--- src/rtl/rnbip_pkg.sv ---
// Shared RNBIP definitions: bubble opcode, opcode-class patterns, fetch state
// encoding and the instruction-length classifier used by fetch and decode.
package rnbip_pkg;

  localparam logic [7:0] NOP_OPCODE = 8'h00;

  localparam logic [7:0] OP_JUD = 8'h03;
  localparam logic [7:0] OP_CUD = 8'h05;

  // Five-bit prefixes of the operand-carrying opcode groups (low three bits free)
  localparam logic [4:0] PFX_JCD = 5'b0000_1;
  localparam logic [4:0] PFX_CCD = 5'b0011_0;
  localparam logic [4:0] PFX_MVI = 5'b0101_1;

  typedef enum logic {
    S_OP,
    S_OD
  } fetch_state_t;

  function automatic logic is_two_byte(input logic [7:0] opcode);
    logic imm_alu;
    // ADI..XRI: 1xxx_1xxx except the 1111_xxxx page
    imm_alu = opcode[7] && (opcode[6:4] != 3'b111) && opcode[3];
    return (opcode == OP_JUD) || (opcode == OP_CUD) ||
           (opcode[7:3] == PFX_JCD) || (opcode[7:3] == PFX_CCD) ||
           (opcode[7:3] == PFX_MVI) || imm_alu;
  endfunction

endpackage

--- src/rtl/instr_len_decode.sv ---
// Combinational opcode length classifier: two_byte = 1 when an operand byte follows.
module instr_len_decode
  import rnbip_pkg::*;
(
  input  logic [7:0] opcode,
  output logic       two_byte
);

  assign two_byte = is_two_byte(opcode);

endmodule

--- src/rtl/fetch_stage.sv ---
// RNBIP instruction-fetch stage: byte-serial fetch, one/two-byte assembly, stall
// and redirect-with-flush. Optional FETCH_PERF_CNT_EN adds issue/bubble counters.
module fetch_stage #(
  parameter int              PC_W       = 8,
  parameter logic [PC_W-1:0] RESET_PC   = '0,
  parameter logic [7:0]      NOP_OPCODE = rnbip_pkg::NOP_OPCODE
) (
  input  logic            clk,
  input  logic            rst,
  output logic [PC_W-1:0] imem_addr,
  input  logic [7:0]      imem_data,
  input  logic            stall,
  input  logic            redirect,
  input  logic [PC_W-1:0] redirect_pc,
  output logic [7:0]      if_opcode,
  output logic [7:0]      if_operand,
  output logic [PC_W-1:0] if_pc_next,
  output logic            if_valid
`ifdef FETCH_PERF_CNT_EN
  ,
  output logic [15:0]     perf_issued,
  output logic [15:0]     perf_bubbles
`endif
);

  import rnbip_pkg::*;

  fetch_state_t    state_q, state_d;
  logic [PC_W-1:0] pc_q, pc_d;
  logic [7:0]      hold_op_q, hold_op_d;
  logic [7:0]      opcode_q, opcode_d;
  logic [7:0]      operand_q, operand_d;
  logic [PC_W-1:0] pc_next_q, pc_next_d;
  logic            valid_q, valid_d;
  logic            two_byte;
  logic [PC_W-1:0] pc_inc;

  instr_len_decode u_len (
    .opcode   (imem_data),
    .two_byte (two_byte)
  );

  assign pc_inc = pc_q + 1'b1;

  always_comb begin
    state_d   = state_q;
    pc_d      = pc_q;
    hold_op_d = hold_op_q;
    opcode_d  = opcode_q;
    operand_d = operand_q;
    pc_next_d = pc_next_q;
    valid_d   = valid_q;
    if (redirect) begin
      // Flush: any half-assembled instruction is dropped
      pc_d      = redirect_pc;
      state_d   = S_OP;
      opcode_d  = NOP_OPCODE;
      operand_d = 8'h00;
      valid_d   = 1'b0;
    end else if (!stall) begin
      pc_d = pc_inc;
      case (state_q)
        S_OP: begin
          if (two_byte) begin
            hold_op_d = imem_data;
            opcode_d  = NOP_OPCODE;
            operand_d = 8'h00;
            valid_d   = 1'b0;
            state_d   = S_OD;
          end else begin
            opcode_d  = imem_data;
            operand_d = 8'h00;
            pc_next_d = pc_inc;
            valid_d   = 1'b1;
          end
        end
        S_OD: begin
          opcode_d  = hold_op_q;
          operand_d = imem_data;
          pc_next_d = pc_inc;
          valid_d   = 1'b1;
          state_d   = S_OP;
        end
        default: state_d = S_OP;
      endcase
    end
  end

  always_ff @(posedge clk) begin
    if (rst) begin
      state_q   <= S_OP;
      pc_q      <= RESET_PC;
      hold_op_q <= 8'h00;
      opcode_q  <= NOP_OPCODE;
      operand_q <= 8'h00;
      pc_next_q <= '0;
      valid_q   <= 1'b0;
    end else begin
      state_q   <= state_d;
      pc_q      <= pc_d;
      hold_op_q <= hold_op_d;
      opcode_q  <= opcode_d;
      operand_q <= operand_d;
      pc_next_q <= pc_next_d;
      valid_q   <= valid_d;
    end
  end

  assign imem_addr  = pc_q;
  assign if_opcode  = opcode_q;
  assign if_operand = operand_q;
  assign if_pc_next = pc_next_q;
  assign if_valid   = valid_q;

`ifdef FETCH_PERF_CNT_EN
  logic [15:0] issued_q, issued_d;
  logic [15:0] bubbles_q, bubbles_d;
  logic        load;

  // An edge "loads" the output bundle unless the stage is held by stall
  assign load = redirect || !stall;

  always_comb begin
    issued_d  = issued_q;
    bubbles_d = bubbles_q;
    if (load) begin
      if (valid_d) begin
        if (issued_q != 16'hFFFF) issued_d = issued_q + 16'd1;
      end else begin
        if (bubbles_q != 16'hFFFF) bubbles_d = bubbles_q + 16'd1;
      end
    end
  end

  always_ff @(posedge clk) begin
    if (rst) begin
      issued_q  <= 16'h0000;
      bubbles_q <= 16'h0000;
    end else begin
      issued_q  <= issued_d;
      bubbles_q <= bubbles_d;
    end
  end

  assign perf_issued  = issued_q;
  assign perf_bubbles = bubbles_q;
`endif

endmodule

--- config.mk ---
export PLATFORM = sky130hd
export DESIGN_NAME = fetch_stage
export DESIGN_NICKNAME = d
export VERILOG_FILES = /design/src/rtl/rnbip_pkg.sv /design/src/rtl/instr_len_decode.sv /design/src/rtl/fetch_stage.sv
export SDC_FILE = /design/constraint.sdc
export NUM_CORES = 1
export LEC_CHECK = 0
export ABC_AREA = 1
export CAP_MARGIN = 20
export CORE_ASPECT_RATIO = 1.5
export CORE_MARGIN = 8
export CORE_UTILIZATION = 35
export DETAILED_ROUTE_END_ITERATION = 16
export DONT_BUFFER_PORTS = 1
export REMOVE_ABC_BUFFERS = 1
export SLEW_MARGIN = 20
export SYNTH_ARGS = -nofsm -noshare
export SYNTH_HDL_FRONTEND = slang
export SYNTH_HIERARCHICAL = 1
export SYNTH_SLANG_ARGS = --single-unit
--- constraint.sdc ---
create_clock -name clk -period 2.24 [get_ports clk]
set_input_delay 0.448 -clock clk [delete_from_list [all_inputs] [get_ports clk]]
set_output_delay 0.448 -clock clk [all_outputs]
set_load 0.01 [all_outputs]
==> results of run 1 <==
-- state kept, by name, indices dropped and copies added (netlist names) --
signal	flops
imem_addr	8
if_pc_next	8
if_valid	1
hold_op_q	8
if_opcode	8
if_operand	8
state_q	1
-- cell families (layout without fill, tap and decap cells) --
family / count (synthesis) / in the layout
and+or+nand+nor: 136 / 136
adders and majority gates: 1 / 1
DFF: 42 / 42
xor gates and xnor gates: 2 / 2
buffers and inverters: 47 / 45
AOI/OAI and AO/OA: 51 / 51
-- final cells by class --
type,instances,area share
Sequential cell,42,0.3944
Timing Repair Buffer,2,0.007042
Multi-Input combinational cell,190,0.4466
Inverter,37,0.07101
Clock buffer,6,0.03873
Tap cell,72,0.04225
-- metrics by stage --
stage	std cells	hold WS (ns)	setup WS (ns)
detailed placement	343	0.4986	0.4459
floorplan	269	0.4777	0.6411
finish	349	0.2176	0.7484
CTS	349	0.2089	0.7559
global route	349	0.2026	0.6246
global placement	343	0.4978	0.4826
-- worst max-delay path: stages --
cell     delay (ns)
inv_1          0.02
nor2_1         0.07
nand3_1        0.07
nand2_1        0.07
nand2_1        0.06
a21oi_2        0.26
nand2_8        0.08
nor3_4         0.26
inv_2          0.14
nor2_1         0.13
nor2_1         0.06
-- Yosys cell counts, drive strengths merged --
library cell,instances,area (sq um)
nand4,1,6.260
o21ai,17,85.08
buf,8,63.80
a31oi,2,12.51
a21oi,19,98.85
ha,1,12.51
nor2,27,116.4
clkbuf,2,7.510
inv,37,151.4
nand3,25,125.1
o2111ai,8,70.07
dfxtp,42,840.8
nand2,81,340.3
o211ai,1,7.510
o21a,3,22.52
xor2,2,17.52
nor3,1,16.27
nor3b,1,12.51
a31o,1,8.760
-- worst max path at each step --
stage	start	end	slack, ns	cells after the start
2_1_floorplan	imem_data[0]	hold_op_q[0]	0.64	11
3_3_place_gp	imem_data[0]	hold_op_q[2]	0.48	11
3_5_place_dp	imem_data[0]	hold_op_q[5]	0.45	11
4_1_cts	imem_data[0]	hold_op_q[5]	0.76	11
5_1_grt	imem_addr[1]	imem_addr[6]	0.62	5
6_report	imem_data[0]	hold_op_q[5]	0.75	11
-- per-layer routing --
layer,routed length [um],vias to the layer above,GRT usage,share of wire
met3,560,4,0.06271,0.11
met1,2024,810,0.1251,0.38
met4,44,0,0.03590,0.0083
met2,2679,55,0.2139,0.50
met5,0,-,0,0
li1,-,897,-,-
-- report_power, final --
part | total [mW] | switching [mW] | internal, mW | leakage, nW
sequential | 0.822 | 0.0425 | 0.779 | 0.343
combinational | 0.158 | 0.100 | 0.0577 | 0.531
clock | 0.480 | 0.243 | 0.238 | 0.0431
-- layout by cell type (no fill, tap or decap), types with 2 or more instances in the layout --
master | synthesis | final
o21ai_0 | 15 | 15
xor2_1 | 2 | 2
o2111ai_1 | 8 | 8
inv_2 | 2 | 2
nand2_4 | 2 | 2
nand3_1 | 25 | 25
o21ai_1 | 2 | 2
a31oi_1 | 2 | 2
nor2_1 | 25 | 25
dfxtp_1 | 42 | 42
inv_1 | 33 | 33
nand2_2 | 2 | 2
a21oi_1 | 18 | 18
nand2_1 | 76 | 76
clkbuf_8 | 0 | 6
buf_4 | 2 | 2
nor2_4 | 2 | 2
o21a_1 | 3 | 3
==> results.cfg, run 1 <==
[sta]
worst_clock_skew_ns = 0.006635
worst_pin_slew_ns = 0.5166
setup_violations = 0
period_minus_slack_ns = 1.492
finalCritPeriodShare = 0.6659
hold_viol_final = 0
slew_headroom = 0.6544
finalMaxSlewViolations = 0
max_freq_mhz = 670.4
tns_ns = 0
grt_setup_unrepaired = no

[cells_and_area]
fillers = 638
syn2layout_area_growth_pct = 5.773
final_util = 0.3740
num-nets-final = 299
regArea_sq_um = 840.8
multi_input_area_sq_um = 952.2
post-route-cell-area_sq_mm = 0.002132
n_antenna_cell = 0
drive_above_1_share = 0.08303

[job]
cap_violations = 0

[worst_hold_path]
hold_path_depth = 1
hold_start = rst
hp-class = in2reg
whs_endpoint = if_pc_next[1]

[global_routing]
overflow = 0
antenna_found_initial = 0
grt_max_degree = 19
grt.total_usage = 0.1224
grt_pass1_wl_um = 8273
grt_pass1_vias = 1623

[yosys]
synth.avg_cell_area_sq_um = 7.225
yosysWarnings = 6
muxShareOfSynthArea = 0
synth_top_family_by_area = simple AND/OR/NAND/NOR gates
synth-compound-area-share = 0.1515
yosysUniqueCellTypes = 30
ys_ff_latch = 42
yosysSeqAreaShare = 0.4171
synthCells = 279
yosys.area_share.simple = 0.3060
synthAdderAreaFrac = 0.006207
yosys.area_share.xor_xnor = 0.008690
synth_area_sq_mm = 0.002016

[critical_path]
arrival_ns = 1.67
reg2reg_depth = 5
endpoint_kind = register
reg2reg_from = imem_addr[1]
required_ns = 2.42
reg2reg_slack_ns = 0.83
worst-setup-path-type = in2reg
r2r-end = imem_addr[6]
crit_path_start_kind = primary input
crit_fanout = 9

[floorplan]
fp-row-count = 34
die_w_um = 77.96
core_area_sq_mm = 0.005700
initial_core_util = 0.3536
dieArea_sq_mm = 0.008493
pin_count = 53
die_h_um = 108.9

[routing]
ant_nets = 0
dr.first_iter.drc_count = 68
viasPerCell = 5.060
wl_um = 5308
dr.pass1.iters = 4
remaining_drc_errors = 0
num_vias = 1766
wl_per_cell_um = 15.21

[cts]
cts_hold_buf = 0
cts_sinks = 42
clk_latency_ns = 0.29
post_cts_buffers = 0
numCtsBuffers = 5
cts_resized = 0
cts.path.max_buffers = 2
cts_tree = built
clk_pin_slew_ns = 0.08
clockRootBuffer = clkbuf_8
htreeDepth = 2

[place]
dpl.hpwl_um = 4019
numPortBuffers = 0
gp_congestion = 0.8127
post_dp_cell_area_sq_mm = 0.002049

[power]
power_density_mw_per_mm2 = 684.8
leakagePower_nw = 0.9166
finalPower_mw = 1.460
peakVddDrop_v = 0.0002960

[outcome]
outcome = completed
Power figures use the tool's default switching activity.
==> run 2: changes to the inputs <==
clock period = 1.5 ns   (was 2.24 ns; I/O delays follow)
==> run 2 against run 1 <==
Register-to-register slack got worse by 0.58 ns. Cell count up 3.2%. Critical path type is now reg2reg. First-iteration DRC count did not move. Highest routed layer unchanged.
==> results.cfg, run 2 (synthesized netlist as in run 1, its figures left out) <==
[floorplan]
fp-row-count = 34
pin_count = 53
initial_core_util = 0.3536
core_area_sq_mm = 0.005700
die_h_um = 108.9
dieArea_sq_mm = 0.008493
die_w_um = 77.96

[critical_path]
slowest_delay_ns = 0.44
arrival_ns = 1.48
worst-setup-path-type = reg2reg
endpoint_kind = register
crit_fanout = 10
critPathSlowestCell = dfxtp_1
cp_cell_sequence = inv_8, nor2_1, nand2_1, a21oi_1
required_ns = 1.73
crit_buf_inv = 1
crit_path_start_kind = register
crit_family = simple AND/OR/NAND/NOR gates
reg2reg_slack_ns = 0.25

[global_routing]
grt_max_degree = 19
antenna_found_initial = 0
overflow = 0
grt.total_usage = 0.1325
grt_pass1_vias = 1754
grt_pass1_wl_um = 8914

[routing]
remaining_drc_errors = 0
viasPerCell = 4.969
wl_per_cell_um = 14.96
dr.first_iter.drc_count = 68
dr.pass1.iters = 6
ant_nets = 0
wl_um = 5387
num_vias = 1789

[place]
post_dp_cell_area_sq_mm = 0.002130
dp.cells = 352
gp_congestion = 0.8818
numPortBuffers = 0
pre_cts_ws_ns = -0.02822
dpl.hpwl_um = 4097

[sta]
slew_headroom = 0.6555
hold_viol_final = 0
fin_hold_ws_ns = 0.05189
max_freq_mhz = 803.1
setup_violations = 0
finalCritPeriodShare = 0.8301
grt_setup_unrepaired = no
worst_clock_skew_ns = 0.01214
tns_ns = 0
worst_pin_slew_ns = 0.5149
period_minus_slack_ns = 1.245
setup_ws_ns = 0.2549
finalMaxSlewViolations = 0

[worst_hold_path]
hp-class = in2reg

[cells_and_area]
num-nets-final = 308
drive_above_1_share = 0.1146
final_common_cell = nand2_1
fillers = 618
layout_common_cells = 76 x nand2_1, 42 x dfxtp_1, 33 x inv_1, 25 x nor2_1, 25 x nand3_1
n_antenna_cell = 0
post_layout_nonfiller_instances = 360
post-route-cell-area_sq_mm = 0.002240
syn2layout_area_growth_pct = 11.11
final_util = 0.3929

[power]
power_density_mw_per_mm2 = 1068
leakagePower_nw = 0.9745
peakVddDrop_v = 0.0005492
finalPower_mw = 2.391

[cts]
cts_resized = 0
clockRootBuffer = clkbuf_8
htreeDepth = 2
numCtsBuffers = 5
cts_sinks = 42
cts.path.max_buffers = 2
cts_tree = built
post_cts_buffers = 0
clk_pin_slew_ns = 0.09
clk_latency_ns = 0.30
cts_hold_buf = 0

[outcome]
outcome = completed

[job]
cap_violations = 0
run 2: layer usage:
metal | part of all wire | vias up | GRT usage
met5 | 0 | - | 0
met4 | 0.020 | 0 | 0.05319
met3 | 0.10 | 8 | 0.05611
met2 | 0.50 | 58 | 0.2391
met1 | 0.38 | 805 | 0.1311
li1 | - | 918 | -
run 2: power by group:
group | internal (mW) | total (mW) | switching (mW)
Combinational | 0.108 | 0.268 | 0.161
Clock | 0.497 | 0.904 | 0.407
Sequential | 1.16 | 1.22 | 0.0556
run 2: worst paths after layout:
| path | start | end | depth (start not counted) |
|---|---|---|---|
| setup / recovery | state_q | if_operand[0] | 4 |
| hold / removal | rst | imem_addr[5] | 1 |
| setup reg to reg | state_q | if_operand[0] | 4 |
| hold reg to reg | if_pc_next[0] | if_pc_next[0] | 2 |
run 2: cell type report:
type,instances,area (sq um),share of cell area
Clock buffer,6,72.57,0.03240
Clock inverter,2,37.54,0.01676
Inverter,37,151.4,0.06760
Multi-Input combinational cell,190,952.2,0.4251
Sequential cell,42,840.8,0.3754
Tap cell,72,90.09,0.04022
Timing Repair Buffer,11,95.09,0.04246
run 2: worst reg2reg max path, delay by kind of cell, from the launching register on:
kind	cells	cell delay [ns]
compound gates	1	0.14
buf+inv	1	0.08
flops	1	0.44
simple gates	2	0.53
